[config.mk]
export PLATFORM = sky130hd
export DESIGN_NAME = perf_ovf_unit
export DESIGN_NICKNAME = d
export VERILOG_FILES = /design/src/rtl/perf_ovf_unit_pkg.sv /design/src/rtl/perf_ovf_detect.sv /design/src/rtl/perf_ovf_unit.sv
export SDC_FILE = /design/constraint.sdc
export NUM_CORES = 1
export LEC_CHECK = 0
export CORE_AREA = 2 2 366 368
export DETAILED_ROUTE_END_ITERATION = 10
export DIE_AREA = 0 0 368 370
export HOLD_SLACK_MARGIN = 0.06
export PLACE_DENSITY_LB_ADDON = 0.05
export RECOVER_POWER = 50
export SETUP_SLACK_MARGIN = 0.1
export SYNTH_ARGS = -nofsm -noshare
export SYNTH_HDL_FRONTEND = slang
export SYNTH_SLANG_ARGS = --single-unit
[constraint.sdc]
create_clock -name clk_i -period 5.3 [get_ports clk_i]
set_input_delay 1.06 -clock clk_i [delete_from_list [all_inputs] [get_ports clk_i]]
set_output_delay 1.06 -clock clk_i [all_outputs]
set_load 0.005 [all_outputs]
[src/rtl/perf_ovf_unit_pkg.sv]
// Shared types and constants for the perf counter overflow unit.
// Holds counter geometry, CSR addresses and the irq FSM encoding.
package perf_ovf_unit_pkg;

  localparam int unsigned XLEN = 64;

  // Counter CSR window watched by the unit.
  localparam logic [11:0] CSR_ML1_ICACHE_MISS = 12'hB03;
  localparam logic [11:0] CSR_MIF_EMPTY       = 12'hB10;

  // Custom CSRs exposing the unit to software.
  localparam logic [11:0] CSR_OVF_STATUS = 12'h7C0;
  localparam logic [11:0] CSR_OVF_IRQ_EN = 12'h7C1;

  localparam int unsigned NrPerfCnt =
    int'(CSR_MIF_EMPTY - CSR_ML1_ICACHE_MISS) + 1;

  typedef enum logic [1:0] {
    IDLE,
    ASSERT,
    HOLDOFF
  } ovf_fsm_e;

endpackage

[src/rtl/perf_ovf_detect.sv]
// Wrap detector for a single perf counter.
// Ports: clk_i/rst_i, msb_i (counter MSB), cnt_we_i/cnt_addr_i
// (software write), debug_mode_i, ovf_set_o (one-cycle set pulse).
module perf_ovf_detect
  import perf_ovf_unit_pkg::*;
#(
  parameter int unsigned Idx = 0
) (
  input  logic       clk_i,
  input  logic       rst_i,
  input  logic       msb_i,
  input  logic       cnt_we_i,
  input  logic [4:0] cnt_addr_i,
  input  logic       debug_mode_i,
  output logic       ovf_set_o
);

  logic prev_msb_q;
  logic wr_mask_q;
  logic hit;

  assign hit = cnt_we_i && (cnt_addr_i == 5'(Idx));

  always_ff @(posedge clk_i or posedge rst_i) begin
    if (rst_i) begin
      prev_msb_q <= 1'b0;
      wr_mask_q  <= 1'b0;
    end else begin
      prev_msb_q <= msb_i;
      // The counter takes the written value one cycle
      // after the strobe, so the mask is delayed to match.
      wr_mask_q  <= hit;
    end
  end

  assign ovf_set_o = prev_msb_q & ~msb_i
                   & ~wr_mask_q & ~debug_mode_i;

endmodule

[src/rtl/perf_ovf_unit.sv]
// Perf counter overflow unit: sticky wrap flags plus a
// throttled, maskable level interrupt towards the CSR file.
// Ports: clk_i, rst_i (async, active-high), debug_mode_i,
// perf_counter_i (NrCnt*XLEN), cnt_we_i, cnt_addr_i,
// csr_sel_i (0 status / 1 irq enable), csr_we_i,
// csr_wdata_i, csr_rdata_o, ovf_status_o, irq_o.
module perf_ovf_unit
  import perf_ovf_unit_pkg::*;
#(
  parameter int unsigned NrCnt      = NrPerfCnt,
  parameter int unsigned HoldoffCyc = 16
) (
  input  logic                  clk_i,
  input  logic                  rst_i,
  input  logic                  debug_mode_i,
  input  logic [NrCnt*XLEN-1:0] perf_counter_i,
  input  logic                  cnt_we_i,
  input  logic [4:0]            cnt_addr_i,
  input  logic                  csr_sel_i,
  input  logic                  csr_we_i,
  input  logic [NrCnt-1:0]      csr_wdata_i,
  output logic [NrCnt-1:0]      csr_rdata_o,
  output logic [NrCnt-1:0]      ovf_status_o,
  output logic                  irq_o
);

  localparam int unsigned HoldW =
    (HoldoffCyc > 0) ? $clog2(HoldoffCyc + 1) : 1;

  logic [NrCnt-1:0] ovf_set;
  logic [NrCnt-1:0] status_q, status_d;
  logic [NrCnt-1:0] irq_en_q;
  logic             pend;

  ovf_fsm_e   state_q, state_d;
  logic       irq_q, irq_d;
  logic [HoldW-1:0] hcnt_q, hcnt_d;

  // Only the MSBs feed the detectors.
  logic unused_cnt;
  assign unused_cnt = ^perf_counter_i;

  for (genvar i = 0; i < NrCnt; i++) begin : g_det
    perf_ovf_detect #(
      .Idx(i)
    ) u_det (
      .clk_i       (clk_i),
      .rst_i       (rst_i),
      .msb_i       (perf_counter_i[i*XLEN+XLEN-1]),
      .cnt_we_i    (cnt_we_i),
      .cnt_addr_i  (cnt_addr_i),
      .debug_mode_i(debug_mode_i),
      .ovf_set_o   (ovf_set[i])
    );
  end

  // Write-1-to-clear; a fresh wrap beats a same-cycle clear.
  always_comb begin
    status_d = status_q;
    if (csr_we_i && !csr_sel_i) begin
      status_d = status_q & ~csr_wdata_i;
    end
    status_d = status_d | ovf_set;
  end

  always_ff @(posedge clk_i or posedge rst_i) begin
    if (rst_i) begin
      status_q <= '0;
      irq_en_q <= '0;
    end else begin
      status_q <= status_d;
      if (csr_we_i && csr_sel_i) begin
        irq_en_q <= csr_wdata_i;
      end
    end
  end

  assign pend = |(status_q & irq_en_q);

  always_comb begin
    state_d = state_q;
    irq_d   = irq_q;
    hcnt_d  = hcnt_q;
    unique case (state_q)
      IDLE: begin
        irq_d = 1'b0;
        if (pend) begin
          state_d = ASSERT;
          irq_d   = 1'b1;
        end
      end
      ASSERT: begin
        irq_d = 1'b1;
        if (!pend) begin
          irq_d = 1'b0;
          if (HoldoffCyc == 0) begin
            state_d = IDLE;
          end else begin
            state_d = HOLDOFF;
            hcnt_d  = HoldW'(HoldoffCyc - 1);
          end
        end
      end
      HOLDOFF: begin
        irq_d = 1'b0;
        if (hcnt_q == '0) begin
          // Expiry with work already pending goes straight
          // back up, so the low gap is exactly HoldoffCyc.
          if (pend) begin
            state_d = ASSERT;
            irq_d   = 1'b1;
          end else begin
            state_d = IDLE;
          end
        end else begin
          hcnt_d = hcnt_q - HoldW'(1);
        end
      end
      default: begin
        state_d = IDLE;
        irq_d   = 1'b0;
        hcnt_d  = '0;
      end
    endcase
  end

  always_ff @(posedge clk_i or posedge rst_i) begin
    if (rst_i) begin
      state_q <= IDLE;
      irq_q   <= 1'b0;
      hcnt_q  <= '0;
    end else begin
      state_q <= state_d;
      irq_q   <= irq_d;
      hcnt_q  <= hcnt_d;
    end
  end

  assign irq_o        = irq_q;
  assign ovf_status_o = status_q;
  assign csr_rdata_o  = csr_sel_i ? irq_en_q : status_q;

endmodule

==> results by group, run 1 <==
Clock tree
  • CTS root buffer: clkbuf_16
  • Setup Buffers After CTS: 0
  • Clock-pin slew on the worst setup and hold paths: 60 ps
  • CTS tree: built
  • Hold Buf Count CTS: 0
  • TritonCTS Buffers: 9
  • Post_cts resized: 0
  • Worst-Skew Late Latency: 380 ps
  • Clock sink count: 64
  • Max clock buf depth: 2
  • H-tree depth: 3

Timing
  • Max-slew violations: 48
  • Setup violators final: 0
  • Min Clock Period, post-route: 3740 ps
  • Worst slew pin tran: 1570 ps
  • Period utilization: 0.706
  • Final Hold Vio Count: 0
  • Setup TNS Final: 0 ps
  • RSZ-0062 raised after global routing: no
  • Headroom to the max-slew limit: -0.0459
  • Fmax: 267 MHz
  • Clock Skew: 10.1 ps

Job
  • Max Cap Viol: 2

Floorplanning
  • CORE AREA: 132,000 µm²
  • Die W: 368 µm
  • Row count: 134
  • Initial Util: 0.0209
  • IO Pins: 950
  • Die area: 136,000 µm²
  • Die Ht: 370 µm

Global routing
  • Largest net degree at the start of global routing: 25
  • Vias in the first global route: 2,388
  • Initial antenna violation count: 8
  • Total grt overflow: 0
  • First-pass GRT wire length: 23,500 µm
  • Tot GR Track Use: 0.0276

Logic synthesis
  • Yosys warnings: 0
  • Register area share after synthesis: 0.577
  • Dominant cell type by area after synthesis: dfrtp_1
  • Synthesized flop and latch total: 64
  • Count of different cell masters after synthesis: 33
  • Async set-or-reset flop fraction in the synthesized netlist: 1.00
  • Ys flop type: dfrtp_1
  • Cell Area, Synth: 2770 µm²
  • Number of flops mapped to enable cells by yosys: 0
  • Syn avg cell area: 11.8 µm²
  • Gate count of the mapped netlist: 235
  • Dominant cells by area after synthesis: dfrtp_1 (58%), mux2_2 (12%), nand2_1 (4.5%)
  • Area share of the largest cell type after synthesis: 0.577
  • Syn_nets: 1,162

Placement
  • Hpwl dp: 13,600 µm
  • Final GP Congestion: 0.567
  • Number of I/O port buffers: 67

Cells and area
  • Share of layout cells above drive strength 1: 0.171
  • Most common cell after layout, fill and taps aside: dfrtp_1
  • Most frequent cells in the layout: dfrtp_1 (64), clkdlybuf4s50_1 (48), nand2_1 (32), mux2_2 (29), inv_1 (21)
  • Area growth from synthesis to layout: 114%
  • Nets@finish: 1,238

Routing
  • DRC: 0
  • Routed vias: 2,164
  • Drt initial violations: 78
  • Final ANT Viol Nets: 0
  • First-pass DRT Iterations: 4
  • Vias per cell: 1.04
  • Detailed Route WL: 17,600 µm
  • Routed length per instance: 8.46 µm

Power and ir drop
  • Total power draw: 1770 µW
  • Leakage power: 0.00171 µW
  • Power Dens Cells: 299 nW/µm²
  • Worst vdd ir: 0.0898 mV

Worst setup path
  • CP Launch Point: csr_sel_i
  • Worst path slowest cell: buf_2
  • CP max stage delay: 690 ps
  • Crit path launch type: primary input
  • Class of the most critical setup path: primary input to output port
  • Cells along the critical path: buf_2 -> mux2_2 -> clkdlybuf4s50_1
  • Crit end category: output port
  • Top cell family by delay on the critical path: buffers and inverters
  • CP bufs+invs: 2
  • CP required: 4240 ps
  • R2r startpoint: ovf_status_o[1]$_DFF_PP0_
  • Critical Path AT: 2680 ps
  • Worst-path fanout max: 16

Hold path
  • Worst Min Path Start: g_det[13].u_det.wr_mask_q$_DFF_PP0_
  • Hold Path Class: register to register

Status
  • Status: finished, violations left
  • Violated checks: max-capacitance violations, max-slew violations
## path summary, 6_finish.rpt
kind | endpoint | slack, ps | cells after the start
max | csr_rdata_o[10] | 1560 | 3
min | ovf_status_o[13]$_DFF_PP0_ | 420 | 1
max reg2reg | hcnt_q[3]$_DFFE_PP0P_ | 2610 | 5
min reg2reg | ovf_status_o[13]$_DFF_PP0_ | 420 | 1
max in group asynchronous | ovf_status_o[1]$_DFF_PP0_ | 1880 | 3
min in group asynchronous | g_det[8].u_det.wr_mask_q$_DFF_PP0_ | 1440 | 2
## worst reg2reg max path: cells and delay by family (launching register included)
kind / cells / cell delay [ps]
AO/OA/AOI/OAI: 3 / 1120
AND/OR/NAND/NOR: 2 / 1020
flip-flops: 1 / 430
## stage by stage
step | utilization | hold WS (ps) | instances | setup WS, ps | instance area (µm²)
2_1_floorplan | - | 396 | 235 | 2360 | 2770
3_3_place_gp | 0.0427 | 424 | 2068 | 1450 | 5650
3_5_place_dp | 0.0427 | 420 | 2068 | 1450 | 5650
4_1_cts | 0.0449 | 430 | 2084 | 1440 | 5950
5_1_grt | 0.0448 | 448 | 2084 | 1290 | 5940
6_report | 0.0448 | 421 | 2085 | 1560 | 5940
## cell families after synthesis
kind of cell,after synthesis,share of synthesized area
multiplexers,33,0.132
adder cells (fa/ha/maj),6,0.0271
flip-flops,64,0.577
AO/OA/AOI/OAI,36,0.103
buffers and inverters,26,0.0361
AND/OR/NAND/NOR,70,0.124
## registers in the layout (all words and copies together), names as in the netlist
| register | flops |
|---|---|
| g_det.u_det.prev_msb_q | 14 |
| g_det.u_det.wr_mask_q | 14 |
| irq_en_q | 14 |
| ovf_status_o | 14 |
| hcnt_q | 5 |
| state_q | 2 |
| irq_o | 1 |
## area by class of cell
| cell class | count | area (µm²) |
|---|---|---|
| inverters | 21 | 78.8 |
| fillers | 15700 | 127000 |
| repair buffers | 70 | 676 |
| clock inverters | 5 | 56.3 |
| clock buffers | 11 | 243 |
| multi-input cells | 145 | 1070 |
| well taps | 1768 | 2210 |
| diodes | 1 | 2.50 |
| flip-flops and latches | 64 | 1600 |
## per-layer routing
layer	share of wire	up-vias	wire length [µm]	GRT usage
li1	-	985	-	-
met1	0.48	1095	8380	0.0344
met2	0.45	64	8010	0.0415
met3	0.046	18	816	0.0103
met4	0.023	2	410	0.0134
met5	0.00068	-	12	0
## where the power goes
part           total (µW)  switching (µW)  internal, µW
clock network         662             286           377
logic                 495             254           241
registers             618            67.4           551
## Yosys cell counts, types with 2 or more instances
master and n:
nor3_1 6, dfrtp_1 64, nand2b_1 4, o32ai_1 2, clkbuf_1 3, o21ai_0 4, a22o_1 2, o41ai_1 14
mux2_2 29, buf_2 2, nand2_1 33, ha_1 6, inv_1 21, o21bai_1 2, nor2_1 15, a22oi_1 8
mux2i_1 4
Note: power is estimated with default switching activity, not from simulation.
==> run 2, diff against run 1 <==
Settings changed: CORE_AREA 2 2 366 368 to 2 2 369 371, DIE_AREA 0 0 368 370 to 0 0 371 373.
Clock period 5.3 ns to 3.8 ns, I/O delays scaled along.
==> results by group, run 2 (same netlist as run 1, synthesis figures left out) <==
Job
  • Max Cap Viol: 1

Hold path
  • Hold Path Class: register to register

Timing
  • Setup violators final: 0
  • Min Clock Period, post-route: 3130 ps
  • Fmax: 320 MHz
  • Setup TNS Final: 0 ps
  • Clock Skew: 11.3 ps
  • RSZ-0062 raised after global routing: no
  • Smallest hold slack: 423 ps
  • Period utilization: 0.823
  • Worst slew pin tran: 1660 ps
  • Final Hold Vio Count: 0
  • Final worst slack: 672 ps
  • Max-slew violations: 26
  • Headroom to the max-slew limit: -0.106

Clock tree
  • Setup Buffers After CTS: 0
  • CTS tree: built
  • Max clock buf depth: 2
  • Worst-Skew Late Latency: 380 ps
  • Post_cts resized: 0
  • Clock sink count: 64
  • CTS root buffer: clkbuf_16
  • TritonCTS Buffers: 9
  • H-tree depth: 3
  • Clock-pin slew on the worst setup and hold paths: 60 ps
  • Hold Buf Count CTS: 0

Worst setup path
  • Worst-path fanout max: 16
  • CP required: 3040 ps
  • CP endpoint: csr_rdata_o[6]
  • Crit path launch type: primary input
  • Worst r2r dst: hcnt_q[3]$_DFFE_PP0P_
  • Class of the most critical setup path: primary input to output port
  • Crit end category: output port
  • Critical Path AT: 2370 ps
  • R2r startpoint: ovf_status_o[3]$_DFF_PP0_
  • Reg-to-reg setup timing slack: 1290 ps
  • Cell depth of the worst flop-to-flop path: 5
  • CP Launch Point: csr_sel_i

Cells and area
  • Share of layout cells above drive strength 1: 0.180
  • Most common cell after layout, fill and taps aside: dfrtp_1
  • Most frequent cells in the layout: dfrtp_1 (64), clkdlybuf4s50_1 (52), nand2_1 (33), mux2_2 (29), inv_1 (21)
  • Nets@finish: 1,244
  • Area growth from synthesis to layout: 116%
  • Fillers: 15,800

Placement
  • Final GP Congestion: 0.574
  • Number of I/O port buffers: 67
  • Pre-CTS setup slack: 593 ps
  • Hpwl dp: 14,400 µm

Floorplanning
  • Initial Util: 0.0206
  • IO Pins: 950
  • Row count: 135
  • Die Ht: 373 µm
  • Die area: 138,000 µm²
  • CORE AREA: 135,000 µm²
  • Die W: 371 µm

Power and ir drop
  • Power Dens Cells: 400 nW/µm²
  • Leakage power: 0.00173 µW
  • Worst vdd ir: 0.216 mV

Routing
  • Routed vias: 2,188
  • Detailed Route WL: 17,600 µm
  • Routed length per instance: 8.34 µm
  • Final ANT Viol Nets: 0
  • DRC: 0
  • Drt initial violations: 89
  • First-pass DRT Iterations: 4
  • Vias per cell: 1.04

Global routing
  • Total grt overflow: 0
  • First-pass GRT wire length: 23,700 µm
  • Vias in the first global route: 2,478
  • Initial antenna violation count: 13
  • Tot GR Track Use: 0.0270
  • Largest net degree at the start of global routing: 36

Status
  • Violated checks: max-capacitance violations, max-slew violations
  • Status: finished, violations left
-- run 2: cell types whose count changed in the layout (fill, tap and decap cells not counted), moves of 2 or more --
cell	previous run	this run
clkdlybuf4s50_1	48	52
dlygate4sd3_1	17	15
clkinv_2	2	4
buf_2	2	0
buf_4	1	6
-- run 2: metrics by stage --
stage	total power (µW)	instances	cell area, µm²	utilization
floorplan	1220	235	2770	-
global placement	1630	2087	5730	0.0426
detailed placement	1620	2087	5730	0.0426
CTS	2520	2103	6000	0.0445
global route	2590	2103	5990	0.0445
finish	2400	2104	5990	0.0445
-- run 2: area by class of cell --
type | count | area [µm²] | share of cell area
Clock inverter | 6 | 36.3 | 0.00605
Multi-Input combinational cell | 145 | 1070 | 0.179
Tap cell | 1781 | 2230 | 0.372
Inverter | 21 | 78.8 | 0.0132
Timing Repair Buffer | 76 | 744 | 0.124
Sequential cell | 64 | 1600 | 0.267
Clock buffer | 10 | 229 | 0.0382
Antenna cell | 1 | 2.50 | 0.000418
-- run 2: worst min-delay path by stage --
| stage | slack [ps] | to | depth (start not counted) | startpoint |
|---|---|---|---|---|
| after floorplan | 400 | ovf_status_o[0]$_DFF_PP0_ | 1 | g_det[0].u_det.wr_mask_q$_DFF_PP0_ |
| after global placement | 420 | ovf_status_o[6]$_DFF_PP0_ | 1 | g_det[6].u_det.wr_mask_q$_DFF_PP0_ |
| after detailed placement | 420 | ovf_status_o[8]$_DFF_PP0_ | 1 | g_det[8].u_det.wr_mask_q$_DFF_PP0_ |
| after CTS | 420 | ovf_status_o[8]$_DFF_PP0_ | 1 | g_det[8].u_det.wr_mask_q$_DFF_PP0_ |
| after global routing | 440 | ovf_status_o[8]$_DFF_PP0_ | 1 | g_det[8].u_det.wr_mask_q$_DFF_PP0_ |
| final | 420 | ovf_status_o[8]$_DFF_PP0_ | 1 | g_det[8].u_det.wr_mask_q$_DFF_PP0_ |
-- run 2: per-layer routing --
| layer | up-vias | global-route usage | wire length [µm] |
|---|---|---|---|
| li1 | 997 | - | - |
| met1 | 1074 | 0.0323 | 7930 |
| met2 | 79 | 0.0423 | 8230 |
| met3 | 32 | 0.0124 | 1010 |
| met4 | 6 | 0.00871 | 346 |
| met5 | - | 0 | 37 |
-- run 2: where the power goes --
part	leakage (µW)	internal, µW	switching (µW)	total (µW)
Clock	0.000132	438	388	826
Sequential	0.000790	768	95.5	864
Combinational	0.000806	342	364	706
-- run 2: critical path, cell delays in order --
cell	delay (ps)
clkdlybuf4s50_1	510
buf_12	200
mux2_2	410
clkdlybuf4s50_1	470
==> run 3, diff against run 2 <==
Settings changed: CORE_AREA 2 2 369 371 to 2 2 373 375, DIE_AREA 0 0 371 373 to 0 0 375 377.
Clock period 3.8 ns to 2.7 ns, I/O delays scaled along.
==> results by group, run 3 (same netlist as run 1, synthesis figures left out) <==
Routing
  • Detailed Route WL: 18,400 µm
  • Final ANT Viol Nets: 0
  • Routed length per instance: 8.68 µm
  • First-pass DRT Iterations: 4
  • DRC: 0
  • Vias per cell: 1.03
  • Routed vias: 2,187
  • Drt initial violations: 85

Clock tree
  • Max clock buf depth: 2
  • TritonCTS Buffers: 9
  • Post_cts resized: 5
  • Clock sink count: 64
  • Clock-pin slew on the worst setup and hold paths: 60 ps
  • CTS tree: built
  • Hold Buf Count CTS: 0
  • H-tree depth: 3
  • CTS root buffer: clkbuf_16
  • Setup Buffers After CTS: 0
  • Worst-Skew Late Latency: 360 ps

Hold path
  • Worst Min Path Start: g_det[10].u_det.wr_mask_q$_DFF_PP0_
  • Hold Path Class: register to register
  • Min-Delay Path Depth: 1

Timing
  • RSZ-0062 raised after global routing: no
  • Setup violators final: 0
  • Setup TNS Final: 0 ps
  • Max-slew violations: 0
  • Clock Skew: 8.83 ps
  • Worst slew pin tran: 973 ps
  • Final worst slack: 207 ps
  • Min Clock Period, post-route: 2490 ps
  • Final Hold Vio Count: 0
  • Headroom to the max-slew limit: 0.351
  • Period utilization: 0.923
  • Fmax: 401 MHz

Placement
  • Hpwl dp: 14,700 µm
  • Dpl cells: 2,102
  • Pre-CTS setup slack: -94.6 ps
  • Final GP Congestion: 0.563
  • Number of I/O port buffers: 67

Floorplanning
  • IO Pins: 950
  • CORE AREA: 137,000 µm²
  • Die Ht: 377 µm
  • Initial Util: 0.0203
  • Row count: 136
  • Die area: 141,000 µm²
  • Die W: 375 µm

Worst setup path
  • Cell depth of the worst flop-to-flop path: 5
  • R2r startpoint: ovf_status_o[1]$_DFF_PP0_
  • CP Launch Point: csr_sel_i
  • CP required: 2160 ps
  • Reg-to-reg setup timing slack: 510 ps
  • Critical Path AT: 1950 ps
  • Worst path slowest cell: clkdlybuf4s50_1
  • Worst-path fanout max: 7
  • Cells along the critical path: clkdlybuf4s15_2 -> bufbuf_16 -> mux2_2 -> clkdlybuf4s50_1
  • Class of the most critical setup path: primary input to output port
  • CP max stage delay: 470 ps
  • Crit path launch type: primary input
  • Crit end category: output port

Global routing
  • Largest net degree at the start of global routing: 57
  • Tot GR Track Use: 0.0271
  • Initial antenna violation count: 7
  • First-pass GRT wire length: 24,800 µm
  • Total grt overflow: 0
  • Vias in the first global route: 2,534

Cells and area
  • Post-route core utilization: 0.0447
  • Fillers: 16,100
  • Number of diodes: 0
  • Share of layout cells above drive strength 1: 0.194
  • Most frequent cells in the layout: dfrtp_1 (64), clkdlybuf4s50_1 (50), nand2_1 (33), mux2_2 (28), inv_1 (21)
  • Non-filler instance count after layout: 2,119
  • Nets@finish: 1,247
  • Most common cell after layout, fill and taps aside: dfrtp_1
  • Area growth from synthesis to layout: 121%

Power and ir drop
  • Clock share of power: 0.367
  • Sequential share of power: 0.339
  • Worst vdd ir: 0.266 mV
  • Switching pwr: 1220 µW
  • Power Dens Cells: 590 nW/µm²
  • Sw Ratio: 0.339
  • Leakage power: 0.00180 µW
  • Gate power share: 0.294
  • Internal power: 2390 µW

Status
  • Status: complete, no violations

Job
  • Max Cap Viol: 0
run 3: cell types whose count changed in the layout (fill, tap and decap cells not counted), sizes merged:
cell	previous run	this run
bufinv	0	2
clkinvlp	1	0
dlygate4sd2	0	1
clkdlybuf4s50	52	50
clkinv	5	4
diode	1	0
bufbuf	0	1
clkbuf	12	11
buf	7	10
clkdlybuf4s15	0	1
run 3: power by group through the flow:
stage | sequential, µW | clock (µW) | combinational [µW]
global route | 1250 | 1430 | 1180
CTS | 1230 | 1410 | 1120
finish | 1220 | 1330 | 1060
global placement | 1250 | 0 | 1110
detailed placement | 1250 | 0 | 1100
floorplan | 1180 | 0 | 538
run 3: area by class of cell:
type	instances	area (µm²)	area share
clock buffers	10	229	0.0374
clock inverters	6	83.8	0.0137
inverters	21	78.8	0.0129
multi-input cells	145	1080	0.176
flip-flops and latches	64	1600	0.261
well taps	1794	2240	0.366
repair buffers	79	811	0.132
run 3: metrics by stage:
stage               power (µW)  hold slack [ps]  instance area [µm²]
global placement          2360              415                 5790
detailed placement        2350              409                 5790
floorplan                 1720              396                 2770
finish                    3610              424                 6120
CTS                       3760              419                 6140
global route              3860              447                 6120
run 3: metal layers:
| layer | vias up | global-route usage | part of all wire |
|---|---|---|---|
| li1 | 1008 | - | - |
| met4 | 0 | 0.0121 | 0.022 |
| met2 | 67 | 0.0424 | 0.46 |
| met1 | 1093 | 0.0357 | 0.49 |
| met5 | - | 0 | 0 |
| met3 | 19 | 0.00556 | 0.032 |
run 3: worst max-delay path, delay by kind of cell:
kind	cells	cell delay [ps]
buffers and inverters	3	1010
muxes	1	390
run 3: path summary, 6_finish.rpt:
check,endpoint
setup / recovery,csr_rdata_o[4]
hold / removal,ovf_status_o[10]$_DFF_PP0_
setup reg to reg,state_q[1]$_DFFE_PP0P_
hold reg to reg,ovf_status_o[10]$_DFF_PP0_
max in group asynchronous,ovf_status_o[6]$_DFF_PP0_
min in group asynchronous,g_det[13].u_det.prev_msb_q$_DFF_PP0_
